--- src/rtl/conv_layer_scheduler_if.sv ---
// Bus bundle between the conv layer scheduler and its weight memory, data buffer,
// MAC datapath and result consumer.
interface conv_layer_scheduler_if;
    logic       w_rd_en;
    logic [8:0] w_addr;
    logic [7:0] w_rdata;
    logic       d_rd_en;
    logic [8:0] d_addr;
    logic [7:0] d_rdata;
    logic       mac_w_valid;
    logic [7:0] mac_weight;
    logic [7:0] mac_bias;
    logic       mac_d_valid;
    logic [7:0] mac_data;
    logic [4:0] mac_idx;
    logic [7:0] mac_result;
    logic       mac_rvalid;
    logic       out_valid;
    logic [7:0] out_data;
    logic [1:0] out_kernel;
    logic [5:0] out_pos;
    logic       out_ready;

    modport master (
        output w_rd_en, w_addr, input w_rdata,
        output d_rd_en, d_addr, input d_rdata,
        output mac_w_valid, mac_weight, mac_bias, mac_d_valid, mac_data, mac_idx,
        input  mac_result, mac_rvalid,
        output out_valid, out_data, out_kernel, out_pos,
        input  out_ready
    );

    modport slave (
        input  w_rd_en, w_addr, output w_rdata,
        input  d_rd_en, d_addr, output d_rdata,
        input  mac_w_valid, mac_weight, mac_bias, mac_d_valid, mac_data, mac_idx,
        output mac_result, mac_rvalid,
        input  out_valid, out_data, out_kernel, out_pos,
        output out_ready
    );
endinterface

--- src/rtl/conv_layer_scheduler.sv ---
// Sequencer for the 1-D conv layer MAC: loads weights/bias per kernel, streams one
// window per output position into the MAC and hands each result out on ready/valid.
module conv_layer_scheduler #(
    parameter int KERNEL_SIZE  = 32,
    parameter int DATA_LENGTH  = 512,
    parameter int STRIDE       = 8,
    parameter int KERNEL_NUM   = 4,
    parameter int DATA_WIDTH   = 8,
    parameter int WEIGHT_WIDTH = 8,
    parameter int BIAS_WIDTH   = 8
) (
    input  logic clk,
    input  logic rst,
    input  logic start,
    output logic busy,
    output logic done,
    conv_layer_scheduler_if.master bus
);
    localparam int NPOS = (DATA_LENGTH - KERNEL_SIZE) / STRIDE + 1;
    localparam int IW   = $clog2(KERNEL_SIZE + 1);
    localparam int MIW  = $clog2(KERNEL_SIZE);
    localparam int KW   = $clog2(KERNEL_NUM);
    localparam int PW   = $clog2(NPOS);

    typedef enum logic [2:0] {IDLE, LOAD_W, LOAD_B, LOAD_D, WAIT_MAC, OUTPUT, FINISH} state_t;
    state_t state, state_n;

    logic [IW-1:0]           i;
    logic [KW-1:0]           k;
    logic [PW-1:0]           p;
    logic                    w_pend, b_pend, d_pend;
    logic [MIW-1:0]          idx_pend, idx_q;
    logic                    w_valid_q, d_valid_q;
    logic [WEIGHT_WIDTH-1:0] weight_q;
    logic [BIAS_WIDTH-1:0]   bias_q;
    logic [DATA_WIDTH-1:0]   data_q, result_q;
    logic                    last_tap, drained, w_rd, d_rd;

    assign last_tap = (i == IW'(KERNEL_SIZE - 1));
    // The result only counts once the final sample has left the forwarding pipeline.
    assign drained  = !d_pend && !d_valid_q;

    always_ff @(posedge clk or posedge rst) begin
        if (rst) state <= IDLE;
        else     state <= state_n;
    end

    always_comb begin
        state_n = state;
        busy    = 1'b0;
        done    = 1'b0;
        w_rd    = 1'b0;
        d_rd    = 1'b0;
        case (state)
            IDLE:     if (start) state_n = LOAD_W;
            LOAD_W: begin
                busy = 1'b1;
                w_rd = 1'b1;
                if (last_tap) state_n = LOAD_B;
            end
            LOAD_B: begin
                busy    = 1'b1;
                w_rd    = 1'b1;
                state_n = LOAD_D;
            end
            LOAD_D: begin
                busy = 1'b1;
                d_rd = 1'b1;
                if (last_tap) state_n = WAIT_MAC;
            end
            WAIT_MAC: begin
                busy = 1'b1;
                if (bus.mac_rvalid && drained) state_n = OUTPUT;
            end
            OUTPUT: begin
                busy = 1'b1;
                if (bus.out_ready) begin
                    if (p != PW'(NPOS - 1))            state_n = LOAD_D;
                    else if (k != KW'(KERNEL_NUM - 1)) state_n = LOAD_W;
                    else                               state_n = FINISH;
                end
            end
            FINISH: begin
                done    = 1'b1;
                state_n = IDLE;
            end
            default: state_n = IDLE;
        endcase
    end

    always_ff @(posedge clk or posedge rst) begin
        if (rst) begin
            i         <= '0;
            k         <= '0;
            p         <= '0;
            w_pend    <= 1'b0;
            b_pend    <= 1'b0;
            d_pend    <= 1'b0;
            idx_pend  <= '0;
            idx_q     <= '0;
            w_valid_q <= 1'b0;
            d_valid_q <= 1'b0;
            weight_q  <= '0;
            bias_q    <= '0;
            data_q    <= '0;
            result_q  <= '0;
        end else begin
            w_pend    <= (state == LOAD_W);
            b_pend    <= (state == LOAD_B);
            d_pend    <= (state == LOAD_D);
            w_valid_q <= w_pend;
            d_valid_q <= d_pend;
            if (state == LOAD_W || state == LOAD_D) idx_pend <= i[MIW-1:0];
            if (w_pend || d_pend) idx_q <= idx_pend;
            if (w_pend) weight_q <= bus.w_rdata;
            if (b_pend) bias_q   <= bus.w_rdata;
            if (d_pend) data_q   <= bus.d_rdata;
            if (state == WAIT_MAC && bus.mac_rvalid && drained) result_q <= bus.mac_result;

            case (state)
                IDLE: if (start) begin
                    i <= '0;
                    k <= '0;
                    p <= '0;
                end
                LOAD_W: i <= last_tap ? IW'(KERNEL_SIZE) : i + 1'b1;
                LOAD_B: i <= '0;
                LOAD_D: i <= last_tap ? '0 : i + 1'b1;
                OUTPUT: if (bus.out_ready) begin
                    i <= '0;
                    if (p != PW'(NPOS - 1)) p <= p + 1'b1;
                    else begin
                        p <= '0;
                        if (k != KW'(KERNEL_NUM - 1)) k <= k + 1'b1;
                    end
                end
                FINISH: begin
                    k <= '0;
                    p <= '0;
                end
                default: ;
            endcase
        end
    end

    assign bus.w_rd_en     = w_rd;
    assign bus.w_addr      = w_rd ? 9'(int'(k) * (KERNEL_SIZE + 1) + int'(i)) : '0;
    assign bus.d_rd_en     = d_rd;
    assign bus.d_addr      = d_rd ? 9'(int'(p) * STRIDE + int'(i)) : '0;
    assign bus.mac_w_valid = w_valid_q;
    assign bus.mac_weight  = weight_q;
    assign bus.mac_bias    = bias_q;
    assign bus.mac_d_valid = d_valid_q;
    assign bus.mac_data    = data_q;
    assign bus.mac_idx     = idx_q;
    assign bus.out_valid   = (state == OUTPUT);
    assign bus.out_data    = result_q;
    assign bus.out_kernel  = k;
    assign bus.out_pos     = p;
endmodule
--- src/flat_wrapper.sv ---
// flat-port wrapper written by rule: the top's interface ports become plain ports
module conv_layer_scheduler_flat 
#(
    parameter int KERNEL_SIZE  = 32,
    parameter int DATA_LENGTH  = 512,
    parameter int STRIDE       = 8,
    parameter int KERNEL_NUM   = 4,
    parameter int DATA_WIDTH   = 8,
    parameter int WEIGHT_WIDTH = 8,
    parameter int BIAS_WIDTH   = 8
)
  (clk, rst, start, busy, done, bus_w_rd_en, bus_w_addr, bus_w_rdata, bus_d_rd_en, bus_d_addr, bus_d_rdata, bus_mac_w_valid, bus_mac_weight, bus_mac_bias, bus_mac_d_valid, bus_mac_data, bus_mac_idx, bus_mac_result, bus_mac_rvalid, bus_out_valid, bus_out_data, bus_out_kernel, bus_out_pos, bus_out_ready);
  conv_layer_scheduler_if bus_i ();
  input  logic clk;
  input  logic rst;
  input  logic start;
  output logic busy;
  output logic done;
  output wire logic [$bits(bus_i.w_rd_en)-1:0] bus_w_rd_en;
  output wire logic [$bits(bus_i.w_addr)-1:0] bus_w_addr;
  input wire logic [$bits(bus_i.w_rdata)-1:0] bus_w_rdata;
  output wire logic [$bits(bus_i.d_rd_en)-1:0] bus_d_rd_en;
  output wire logic [$bits(bus_i.d_addr)-1:0] bus_d_addr;
  input wire logic [$bits(bus_i.d_rdata)-1:0] bus_d_rdata;
  output wire logic [$bits(bus_i.mac_w_valid)-1:0] bus_mac_w_valid;
  output wire logic [$bits(bus_i.mac_weight)-1:0] bus_mac_weight;
  output wire logic [$bits(bus_i.mac_bias)-1:0] bus_mac_bias;
  output wire logic [$bits(bus_i.mac_d_valid)-1:0] bus_mac_d_valid;
  output wire logic [$bits(bus_i.mac_data)-1:0] bus_mac_data;
  output wire logic [$bits(bus_i.mac_idx)-1:0] bus_mac_idx;
  input wire logic [$bits(bus_i.mac_result)-1:0] bus_mac_result;
  input wire logic [$bits(bus_i.mac_rvalid)-1:0] bus_mac_rvalid;
  output wire logic [$bits(bus_i.out_valid)-1:0] bus_out_valid;
  output wire logic [$bits(bus_i.out_data)-1:0] bus_out_data;
  output wire logic [$bits(bus_i.out_kernel)-1:0] bus_out_kernel;
  output wire logic [$bits(bus_i.out_pos)-1:0] bus_out_pos;
  input wire logic [$bits(bus_i.out_ready)-1:0] bus_out_ready;
  assign bus_w_rd_en = bus_i.w_rd_en;
  assign bus_w_addr = bus_i.w_addr;
  assign bus_i.w_rdata = bus_w_rdata;
  assign bus_d_rd_en = bus_i.d_rd_en;
  assign bus_d_addr = bus_i.d_addr;
  assign bus_i.d_rdata = bus_d_rdata;
  assign bus_mac_w_valid = bus_i.mac_w_valid;
  assign bus_mac_weight = bus_i.mac_weight;
  assign bus_mac_bias = bus_i.mac_bias;
  assign bus_mac_d_valid = bus_i.mac_d_valid;
  assign bus_mac_data = bus_i.mac_data;
  assign bus_mac_idx = bus_i.mac_idx;
  assign bus_i.mac_result = bus_mac_result;
  assign bus_i.mac_rvalid = bus_mac_rvalid;
  assign bus_out_valid = bus_i.out_valid;
  assign bus_out_data = bus_i.out_data;
  assign bus_out_kernel = bus_i.out_kernel;
  assign bus_out_pos = bus_i.out_pos;
  assign bus_i.out_ready = bus_out_ready;
  conv_layer_scheduler #(.KERNEL_SIZE(KERNEL_SIZE), .DATA_LENGTH(DATA_LENGTH), .STRIDE(STRIDE), .KERNEL_NUM(KERNEL_NUM), .DATA_WIDTH(DATA_WIDTH), .WEIGHT_WIDTH(WEIGHT_WIDTH), .BIAS_WIDTH(BIAS_WIDTH)) u_core (.clk(clk), .rst(rst), .start(start), .busy(busy), .done(done), .bus(bus_i));
endmodule
--- config.mk ---
export PLATFORM = sky130hd
export DESIGN_NAME = conv_layer_scheduler_flat
export DESIGN_NICKNAME = d
export VERILOG_FILES = /design/src/rtl/conv_layer_scheduler_if.sv /design/src/rtl/conv_layer_scheduler.sv /design/src/flat_wrapper.sv
export SDC_FILE = /design/constraint.sdc
export NUM_CORES = 1
export LEC_CHECK = 0
export ABC_AREA = 1
export CORE_MARGIN = 5
export CORE_UTILIZATION = 40
export CTS_CLUSTER_SIZE = 24
export DETAILED_ROUTE_END_ITERATION = 7
export PLACE_DENSITY = 0.8
export REMOVE_ABC_BUFFERS = 1
export SLEW_MARGIN = 20
export SYNTH_ARGS = -nofsm -noshare
export SYNTH_HDL_FRONTEND = slang
export SYNTH_SLANG_ARGS = --single-unit
--- constraint.sdc ---
create_clock -name clk -period 1.72 [get_ports clk]
set_input_delay 0.172 -clock clk [delete_from_list [all_inputs] [get_ports clk]]
set_output_delay 0.172 -clock clk [all_outputs]
set_load 0.005 [all_outputs]
* Word-level counts from Yosys, hierarchy flattened
Index checks and enable logic that the tools add are counted.
** Operators by class
- Reduce and logical (&&, ||, !) cells :: 17
- $add $sub $neg :: 5
- $mul :: 1
- Eq/ne operators :: 16
- Muxes and demuxes :: 27
** Operator list (count)
- 6-bit two-way mux :: 6
- 6-bit one-hot mux with 5 select lines :: 1
- 3-bit two-way mux :: 7
- 9-bit two-way mux :: 2
- 3-bit one-hot mux with 6 select lines :: 1
- 6-bit one-hot mux with 3 select lines :: 1
- 6-bit by 1-bit adder with 6-bit output, second input constant :: 2
- 2-bit by 1-bit inequality test with 1-bit output, second input constant :: 5
- 5-bit AND reduction :: 2
- 9-bit by 6-bit adder with 9-bit output :: 1
- 9-bit by 7-bit adder with 9-bit output :: 1
- 3-bit equality test, second input constant :: 3
- 2-bit by 6-bit multiplier with 8-bit output, second input constant :: 1
- 2-bit two-way mux :: 4
- 3-bit by 2-bit equality test with 1-bit output, second input constant :: 2
- 6-bit by 5-bit equality test with 1-bit output, second input constant :: 1
- 2-bit inequality test, second input constant :: 3
- 6-bit inequality test, second input constant :: 1
- 2-bit one-hot mux with 3 select lines :: 1
- 3-bit AND reduction :: 2
- 5-bit nonzero test :: 1
- 5-bit OR reduction :: 1
- 1-bit logical AND :: 4
- 1-bit two-way mux :: 4
- other kinds (7) :: 9
** Storage, ports and cells
- Output and inout bits :: 70
- Word-level logic and storage cells :: 81
- Register bits :: 64
- Bits of input ports :: 29

* Logic depth before layout (Yosys ltp)
Gate-level depths: netlist of the first run.
- Word-level depth :: 5
- Gate-level depth with buffers :: 10
- Depth with buffers taken out :: 10

* Worst setup path after synthesis of the first run
OpenSTA, ideal clock, no wires.
- Kind :: flip-flop to output port
- Start point :: reg u_core.k[0], in the netlist u_core.bus.out_kernel[0]
- End point :: out bus_w_addr[6]
- Stages on the path, launching flop included :: 8
- Path buffers :: 0
- Path slack :: -0.014 ns
- Required time :: 1.548 ns
- Arrival time :: 1.562 ns
- Cells stage by stage :: dfrtp_1 ha_1 fa_1 nand2_1 nor2_1 a21oi_1 xor2_1 nor2_1
** On the way
- Longest elaborated chain between the ends :: 3
** RTL lines
- start, declared :: RTL line conv_layer_scheduler.sv:29 : logic [KW-1:0] k;
- start signal, assigned :: RTL line conv_layer_scheduler.sv:134 : if (k != KW'(KERNEL_NUM - 1)) k <= k + 1'b1;
- 2-bit by 6-bit multiplier with 8-bit output :: RTL line conv_layer_scheduler.sv:147 : assign bus.w_addr = w_rd ? 9'(int'(k) * (KERNEL_SIZE + 1) + int'(i)) : '0;
- 9-bit by 7-bit adder with 9-bit output :: RTL line conv_layer_scheduler.sv:147
- 9-bit two-way mux :: RTL line conv_layer_scheduler.sv:147
- end, declared :: RTL line flat_wrapper.sv:20 : output wire logic [$bits(bus_i.w_addr)-1:0] bus_w_addr;
No other way between the ends.

* Worst setup path in the final report of the first run
- Start point :: reg u_core.i[0]
- End point :: out bus_w_addr[6]
** On the way
- Longest elaborated chain between the ends :: 2
** RTL lines
- start, declared :: RTL line conv_layer_scheduler.sv:28 : logic [IW-1:0] i;
- start signal, assigned :: RTL line conv_layer_scheduler.sv:126 : LOAD_W: i <= last_tap ? IW'(KERNEL_SIZE) : i + 1'b1;
- start signal, assigned :: RTL line conv_layer_scheduler.sv:128 : LOAD_D: i <= last_tap ? '0 : i + 1'b1;
- 9-bit by 7-bit adder with 9-bit output :: RTL line conv_layer_scheduler.sv:147
- 9-bit two-way mux :: RTL line conv_layer_scheduler.sv:147
No other way between the ends.

==> qor.yml, run 1 <==
initial_core_util: 0.415
grt_pass1_wl_um: 14700
antennaDiodeCount: 0
end_kind: "output port"
synthArstFlopShare: 1.00
route.detailed.drc: 0
violations: "setup timing"
critPathKind: "register to output port"
syn_avg_cell_area_um2: 8.90
fin_nets: 572
fin_ws_ns: -0.323
fmax_mhz: 489
status: "finished with violations"
maxSlewViolCount: 0
cpMaxStageDelayCell: "dfrtp_1"
rows: 32
tns_ns: -2.04
root_buffer: "clkbuf_8"
finalSetupViolCount: 12
first_global_vias: 3180
critPathRequiredTime_ns: 1.55
power.total_mw: 7.22
synth_top_flop_cell: "dfrtp_1"
cp_max_fo: 2
drt-total-wl_um: 9330
die_h_um: 100
port_buffers: 97
drt_iter0_drc: 190
synth_edf_count: 0
worstSkewPairLatency_ns: 0.34
hold_path_class: "input pin to asynchronous set/reset pin"
cts-buffers-inserted: 9
synthTopCellsByArea: "dfrtp_1 (49%), mux2_2 (8.7%), nand2_1 (8.6%), inv_1 (5.2%), nor2_1 (3.9%)"
synth_top_area_share: 0.495
rsz0062_at_grt: "true"
stdcell_area_um2: 5130
grt_usage: 0.181
holdBufCountCts: 0
ys_seq_area_frac: 0.495
crit_path_start_kind: "register"
core_um2: 7810
hold_viol_final: 0
clk_pin_slew_worst_paths_ns: 0.07
yosysUniqueCellTypes: 27
hold_ws_ns: 0.146
area_growth_pct: 58.6
wl_per_cell_um: 14.6
yosysWarnings: 0
dieArea_um2: 10000
min_period_over_period: 1.19
peakVddDrop_mv: 0.616
placed_area_um2: 4610
drv_cap: 0
crit_family: "adder cells"
final_cells: 638
layout-drive-gt1-share: 0.347
finalWeightedCongestion: 0.882
ant_nets: 0
skew_ns: 0.0107
h-tree-depth: 3
first_pass_iters: 6
finalCriticalPeriod_ns: 2.04
die_w_um: 100
syn-cell-area_um2: 3240
synth_seq_cells: 64
p_leak_nw: 2.50
netlist_instances: 364
grt_antenna_before_repair: 0
cts_tree: "built"
cts_buffer_depth: 2
cts_num_sinks: 64
grt_overflow: 0
crit_chain: "ha_2, fa_2, nand2_2, nor2_2, a21oi_2, xor2_1, nor2_1, buf_2"
place_inst: 594
crit_buf_inv: 1
worstPathArrival_ns: 1.87
grt_max_degree: 29
cpPeakStageDelay_ns: 0.39
yosysTopAreaCell: "dfrtp_1"
fillers: 627
powerDensity_nw_per_um2: 1410
vias: 3136
ios: 99
routed_via_density: 4.92
dp_hpwl_um: 6420
[routing by layer]
layer,up-vias,GRT usage,routed length [µm]
li1,1509,-,-
met1,1469,0.234,3810
met2,138,0.303,4630
met3,20,0.0306,667
met4,0,0.0736,224
met5,-,0,0
[Yosys cell counts, types with 2 or more instances]
cell type	instances
dfrtp_1	64
nand3_1	24
o21ai_0	18
nor2_1	34
inv_1	45
mux2_2	25
xor2_1	4
nor2_2	5
buf_4	3
o21ai_1	17
ha_1	10
buf_2	6
inv_2	5
nand3_2	3
nand4_1	5
nand2_2	2
nand2_1	74
nor3_1	3
fa_1	2
a21oi_1	8
[timing repair]
item,in CTS,in global routing
buffers inserted,21,10
gates resized for setup,94,45
endpoints found under the hold margin,0,0
pin swaps,20,14
gates cloned,0,0
setup endpoints to repair,22,25
[final timing paths]
check / start / endpoint / slack (ns) / cells after the start
setup reg to reg: u_core.state[2] / u_core.bus.out_pos[0] / 0.06 / 9
max in group asynchronous: rst / u_core.state[0] / 1.07 / 3
setup / recovery: u_core.i[0] / bus_w_addr[6] / -0.32 / 8
hold reg to reg: u_core.bus.mac_idx[2] / u_core.bus.mac_idx[2] / 0.49 / 2
hold / removal: rst / u_core.bus.out_data[5] / 0.15 / 2
min in group clk: bus_mac_result[3] / u_core.bus.out_data[3] / 0.38 / 3
[where the power goes]
group	total [mW]	switching (mW)	internal, mW
Combinational	3.65	1.55	2.10
Clock	1.11	0.591	0.515
Sequential	2.47	0.377	2.09
[logic make-up (layout without fill, tap and decap cells)]
group,Yosys count,after routing,share of synthesized area
buffers and inverters,60,232,0.0753
AOI/OAI and AO/OA,45,45,0.0715
DFF,64,64,0.495
muxes,25,25,0.0869
adders and majority gates,12,12,0.0510
and+or+nand+nor,153,153,0.209
xor gates and xnor gates,4,4,0.0108
other,1,1,0.00116
[worst reg2reg max path, stage by stage (launching register included)]
cell and delay (ns):
dfrtp_1 0.37, inv_2 0.08, buf_4 0.14, buf_4 0.12
buf_4 0.12, nand2_1 0.10, nor2_1 0.08, nor2_4 0.16
nand2_4 0.12, o21ai_0 0.27
[cells in the final DEF, fill, tap and decap left out, drive strengths merged]
master / synthesis / layout
nor3: 3 / 3
inv: 50 / 50
mux2: 25 / 25
dlygate4sd2: 0 / 5
o211ai: 1 / 1
fa: 2 / 2
conb: 1 / 1
dlymetal6s2s: 0 / 1
clkinv: 0 / 5
buf: 9 / 83
o2111ai: 1 / 1
a21oi: 8 / 8
dfrtp: 64 / 64
clkdlybuf4s50: 0 / 74
clkbuf: 1 / 13
xor2: 4 / 4
nand2: 77 / 77
ha: 10 / 10
nand4: 5 / 5
nand3b: 1 / 1
nor2: 40 / 40
nand3: 27 / 27
o21ai: 35 / 35
clkinvlp: 0 / 1
[registers in the layout (all words and copies together) (netlist names), 2 cells and up]
| name | flops |
|---|---|
| u_core.bus.mac_bias | 8 |
| u_core.bus.mac_data | 8 |
| u_core.bus.mac_weight | 8 |
| u_core.bus.out_data | 8 |
| u_core.bus.out_pos | 6 |
| u_core.i | 6 |
| u_core.bus.mac_idx | 5 |
| u_core.idx_pend | 5 |
| u_core.state | 3 |
| u_core.bus.out_kernel | 2 |
[metrics by stage]
step / util / setup WS, ns
global placement: 0.591 / -0.429
global route: 0.658 / -0.451
detailed placement: 0.591 / -0.437
floorplan: - / -0.0501
CTS: 0.637 / -0.319
finish: 0.658 / -0.323
[final cells by class]
class                   count  area [µm²]  share of cell area
clock inverters             6        36.3             0.00707
inverters                  50         190              0.0370
clock buffers              10         128              0.0249
repair buffers            166        1470               0.286
well taps                 102         128              0.0249
multi-input cells         240        1580               0.308
flip-flops and latches     64        1610               0.313
(Power assumes the default switching activity.)
==> run 2: changes to the inputs <==
Settings changed: CTS_BUF_LIST from default to sky130_fd_sc_hd__clkbuf_16, CTS_CLUSTER_SIZE 24 to 8.
==> run 2 against run 1 <==
Compared with the run above:
- the flow still finishes with violations (setup timing)
- clock skew shrank 0.0048 ns
- sequential power about the same
- clock power up 44%
- register-to-register slack gained 0.05 ns
- total power rose by 7.1%
- global-route usage up 0.99 points
- worst setup slack better by 0.018 ns
- utilization grew 1.4 points
- count of clock-buffer cells in the layout fell by 1
- critical path depth stayed put
- worst hold slack improved by 0.021 ns
- highest routed layer unchanged
==> qor.yml, run 2 (synthesized netlist as in run 1, its figures left out) <==
ant_nets: 0
stdcell_area_um2: 5240
critPathKind: "register to output port"
grt_max_degree: 29
die_h_um: 100
hold_path_class: "input pin to asynchronous set/reset pin"
port_buffers: 97
fin_ws_ns: -0.305
cts-buffers-inserted: 9
initial_core_util: 0.415
power.total_mw: 7.74
grt_antenna_before_repair: 0
cts_num_sinks: 64
worstReg2RegStart: "u_core.i[1]"
h-tree-depth: 3
root_buffer: "clkbuf_16"
pwr-share-clk: 0.207
rows: 32
finalWeightedCongestion: 0.882
fin_nets: 572
critPathRequiredTime_ns: 1.55
crit_chain: "ha_2, fa_2, nand2_2, nor2_2, a21oi_2, xor2_1, nor2_1, buf_2"
drt_iter0_drc: 198
cpPeakStageDelay_ns: 0.38
drv_cap: 0
crit_path_start_kind: "register"
clk_pin_slew_worst_paths_ns: 0.06
powerDensity_nw_per_um2: 1480
core_um2: 7810
first_global_vias: 3265
hold_viol_final: 0
rsz0062_at_grt: "true"
dieArea_um2: 10000
layout_common_cells: "clkdlybuf4s50_1 (75), nand2_1 (64), dfrtp_1 (62)"
fmax_mhz: 494
grt_overflow: 0
cp_max_fo: 2
route.detailed.drc: 0
reg2reg_slack_ns: 0.11
end_kind: "output port"
layout_commonest_cell: "clkdlybuf4s50_1"
vias: 3161
holdBufCountCts: 0
finalSetupViolCount: 12
min_period_over_period: 1.18
wl_per_cell_um: 14.9
area_growth_pct: 61.9
cts_buffer_depth: 2
skew_ns: 0.00589
die_w_um: 100
r2r-end: "u_core.state[0]"
status: "finished with violations"
ios: 99
dp_hpwl_um: 6420
violations: "setup timing"
crit_family: "adder cells"
crit_buf_inv: 1
peakVddDrop_mv: 0.769
grt_usage: 0.191
layout-drive-gt1-share: 0.343
grt_pass1_wl_um: 15500
seqPwrFrac: 0.320
antennaDiodeCount: 0
hold_ws_ns: 0.167
internal_power_mw: 5.15
switching_share: 0.334
maxSlewViolCount: 0
reg2reg_depth: 11
first_pass_iters: 4
p_leak_nw: 2.53
comb_power_share: 0.473
worstPathArrival_ns: 1.85
finalCriticalPeriod_ns: 2.03
power_switching_mw: 2.59
cpMaxStageDelayCell: "dfrtp_1"
placed_area_um2: 4610
routed_via_density: 4.95
cts_tree: "built"
drt-total-wl_um: 9530
worstSkewPairLatency_ns: 0.33
==> run 2: changes by cell type in the layout (fill, tap and decap cells not counted), sizes merged <==
cell and change:
inv +1, clkbuf -1, clkdlybuf4s50 +1, dlymetal6s2s -1
==> run 2: cell type report <==
class | count | area [µm²]
Sequential cell | 64 | 1600
Clock buffer | 9 | 225
Multi-Input combinational cell | 240 | 1600
Tap cell | 102 | 128
Fill cell | 620 | 2570
Inverter | 50 | 193
Timing Repair Buffer | 166 | 1450
Clock inverter | 7 | 40.0
==> run 2: metrics by stage <==
| stage | util | TNS (ns) | setup slack, ns | instances |
|---|---|---|---|---|
| 2_1_floorplan | - | -3.22 | -0.0501 | 354 |
| 3_3_place_gp | 0.591 | -2.68 | -0.429 | 594 |
| 3_5_place_dp | 0.591 | -3.14 | -0.437 | 594 |
| 4_1_cts | 0.651 | -1.78 | -0.296 | 630 |
| 5_1_grt | 0.671 | -2.81 | -0.414 | 638 |
| 6_report | 0.671 | -1.86 | -0.305 | 638 |
==> run 2: repair_timing <==
action	CTS	global route
setup buffers	21	9
pin swaps	18	12
resized for setup	96	40
setup endpoints to repair	22	24
==> run 2: power groups by stage <==
| stage | Sequential (mW) | Clock, mW | Combinational (mW) |
|---|---|---|---|
| after global placement | 2.46 | 0 | 3.13 |
| after global routing | 2.55 | 1.68 | 3.98 |
| after CTS | 2.47 | 1.62 | 3.46 |
| after floorplan | 2.54 | 0 | 1.27 |
| after detailed placement | 2.49 | 0 | 3.22 |
| final | 2.48 | 1.60 | 3.66 |
==> run 2: worst max path at each step <==
stage / slack [ns] / endpoint / depth (start not counted) / from
floorplan: -0.05 / u_core.b_pend / 1 / rst
global placement: -0.43 / bus_w_addr[6] / 8 / u_core.bus.out_kernel[0]
detailed placement: -0.44 / bus_w_addr[6] / 8 / u_core.bus.out_kernel[0]
CTS: -0.30 / bus_w_addr[6] / 8 / u_core.i[0]
global route: -0.41 / bus_w_addr[6] / 8 / u_core.i[0]
finish: -0.31 / bus_w_addr[6] / 8 / u_core.i[0]
==> run 2: routing by layer <==
layer | wire length (µm) | share of wire | track usage | vias to the layer above
li1 | - | - | - | 1504
met1 | 3880 | 0.41 | 0.240 | 1515
met2 | 4780 | 0.50 | 0.323 | 123
met3 | 652 | 0.068 | 0.0313 | 19
met4 | 215 | 0.023 | 0.0860 | 0
met5 | 0 | 0 | 0 | -
==> run 3: changes to the inputs <==
Settings changed: SETUP_SLACK_MARGIN from default to 0.05.
==> run 3 against run 2 <==
Compared with the run above:
- the run still ends with setup timing left
- combinational power is 6.3% higher
- final area up 2.2%
- non-clock buffer count grew 4
- sequential cell count unchanged
- wire length up 5.5%
- utilization is 1.5 points higher
- clock skew decreased by 0.0013 ns
- via count up 2.7%
==> qor.yml, run 3 (synthesized netlist as in run 1, its figures left out) <==
first_global_vias: 3299
placed_area_um2: 4610
wl_met3_um: 715
preCtsSetupSlack_ns: -0.437
top_layer: "met4"
grt_pass1_wl_um: 15600
root_buffer: "clkbuf_16"
holdBufCountCts: 0
first_pass_iters: 5
finalWeightedCongestion: 0.882
area_growth_pct: 65.4
crit_buf_inv: 2
stdcell_area_um2: 5360
ios: 99
drt-total-wl_um: 10100
dp_hpwl_um: 6420
port_buffers: 97
finalSetupViolCount: 12
vias: 3245
path_depth: 8
powerDensity_nw_per_um2: 1490
cpMaxStageDelayCell: "dfrtp_1"
fmax_mhz: 496
dieArea_um2: 10000
crit_chain: "buf_6, fa_2, nand2_2, nor2_2, a21oi_2, xor2_1, nor2_1, buf_2"
violations: "setup timing"
critPathRequiredTime_ns: 1.55
layout-drive-gt1-share: 0.368
wl_per_cell_um: 15.6
core_um2: 7810
status: "finished with violations"
cp_max_fo: 2
cpPeakStageDelay_ns: 0.40
routed_via_density: 5.05
hold_path_class: "input pin to asynchronous set/reset pin"
grt_overflow: 0
skew_ns: 0.00460
tns_ns: -1.90
h-tree-depth: 3
finalCriticalPeriod_ns: 2.02
clk_pin_slew_worst_paths_ns: 0.06
reg2reg_depth: 11
cts_num_sinks: 64
ant_nets: 0
worstSkewPairLatency_ns: 0.32
end_kind: "output port"
critPathKind: "register to output port"
drv_cap: 0
peakVddDrop_mv: 0.735
grt_max_degree: 29
final_cells: 643
place_inst: 594
layout_commonest_cell: "clkdlybuf4s50_1"
cts-buffers-inserted: 9
hold_viol_final: 0
fin_ws_ns: -0.297
rows: 32
grt_antenna_before_repair: 0
rsz0062_at_grt: "true"
die_w_um: 100
fin_nets: 577
maxSlewViolCount: 0
crit_path_start_kind: "register"
grt_usage: 0.194
utilization: 0.686
crit_family: "flip-flops"
worstPathArrival_ns: 1.85
route.detailed.drc: 0
layout_common_cells: "clkdlybuf4s50_1 (74), nand2_1 (63), dfrtp_1 (61)"
wl_met2_um: 5000
cts_buffer_depth: 2
p_leak_nw: 2.59
drt_iter0_drc: 190
initial_core_util: 0.415
min_period_over_period: 1.17
antennaDiodeCount: 0
routedLengthMet1_um: 4020
cts_tree: "built"
die_h_um: 100
run 3: final timing paths:
kind / start / to / slack [ns]
max: u_core.i[1] / bus_w_addr[6] / -0.30
min: rst / u_core.bus.out_data[7] / 0.17
max reg2reg: u_core.i[1] / u_core.state[0] / 0.07
min reg2reg: u_core.bus.mac_idx[2] / u_core.bus.mac_idx[2] / 0.48
max in group asynchronous: rst / u_core.state[0] / 1.05
min in group clk: bus_mac_result[3] / u_core.bus.out_data[3] / 0.40
run 3: final cells by class:
| cell class | count | area, µm² |
|---|---|---|
| repair buffers | 170 | 1500 |
| clock buffers | 9 | 225 |
| inverters | 50 | 193 |
| clock inverters | 7 | 40.0 |
| well taps | 102 | 128 |
| flip-flops and latches | 64 | 1610 |
| multi-input cells | 241 | 1660 |
| fillers | 590 | 2450 |
run 3: through the flow:
stage | power [mW] | hold slack [ns]
5_1_grt | 8.45 | 0.220
2_1_floorplan | 3.81 | 0.305
3_3_place_gp | 5.59 | 0.469
3_5_place_dp | 5.71 | 0.478
6_report | 7.97 | 0.168
4_1_cts | 7.55 | 0.182
run 3: power breakdown:
part / internal, mW / total, mW / switching (mW)
combinational: 2.22 / 3.89 / 1.67
sequential: 2.09 / 2.48 / 0.392
clock: 0.959 / 1.60 / 0.637
run 3: routing by layer:
metal	track usage	up-vias
met5	0	-
li1	-	1519
met4	0.0933	0
met3	0.0334	31
met2	0.327	153
met1	0.240	1542
run 3: what timing repair did:
item,in CTS,in global routing
gates cloned,0,1
pin swaps,19,16
setup endpoints to repair,22,34
setup buffers,21,13
resized for setup,104,54
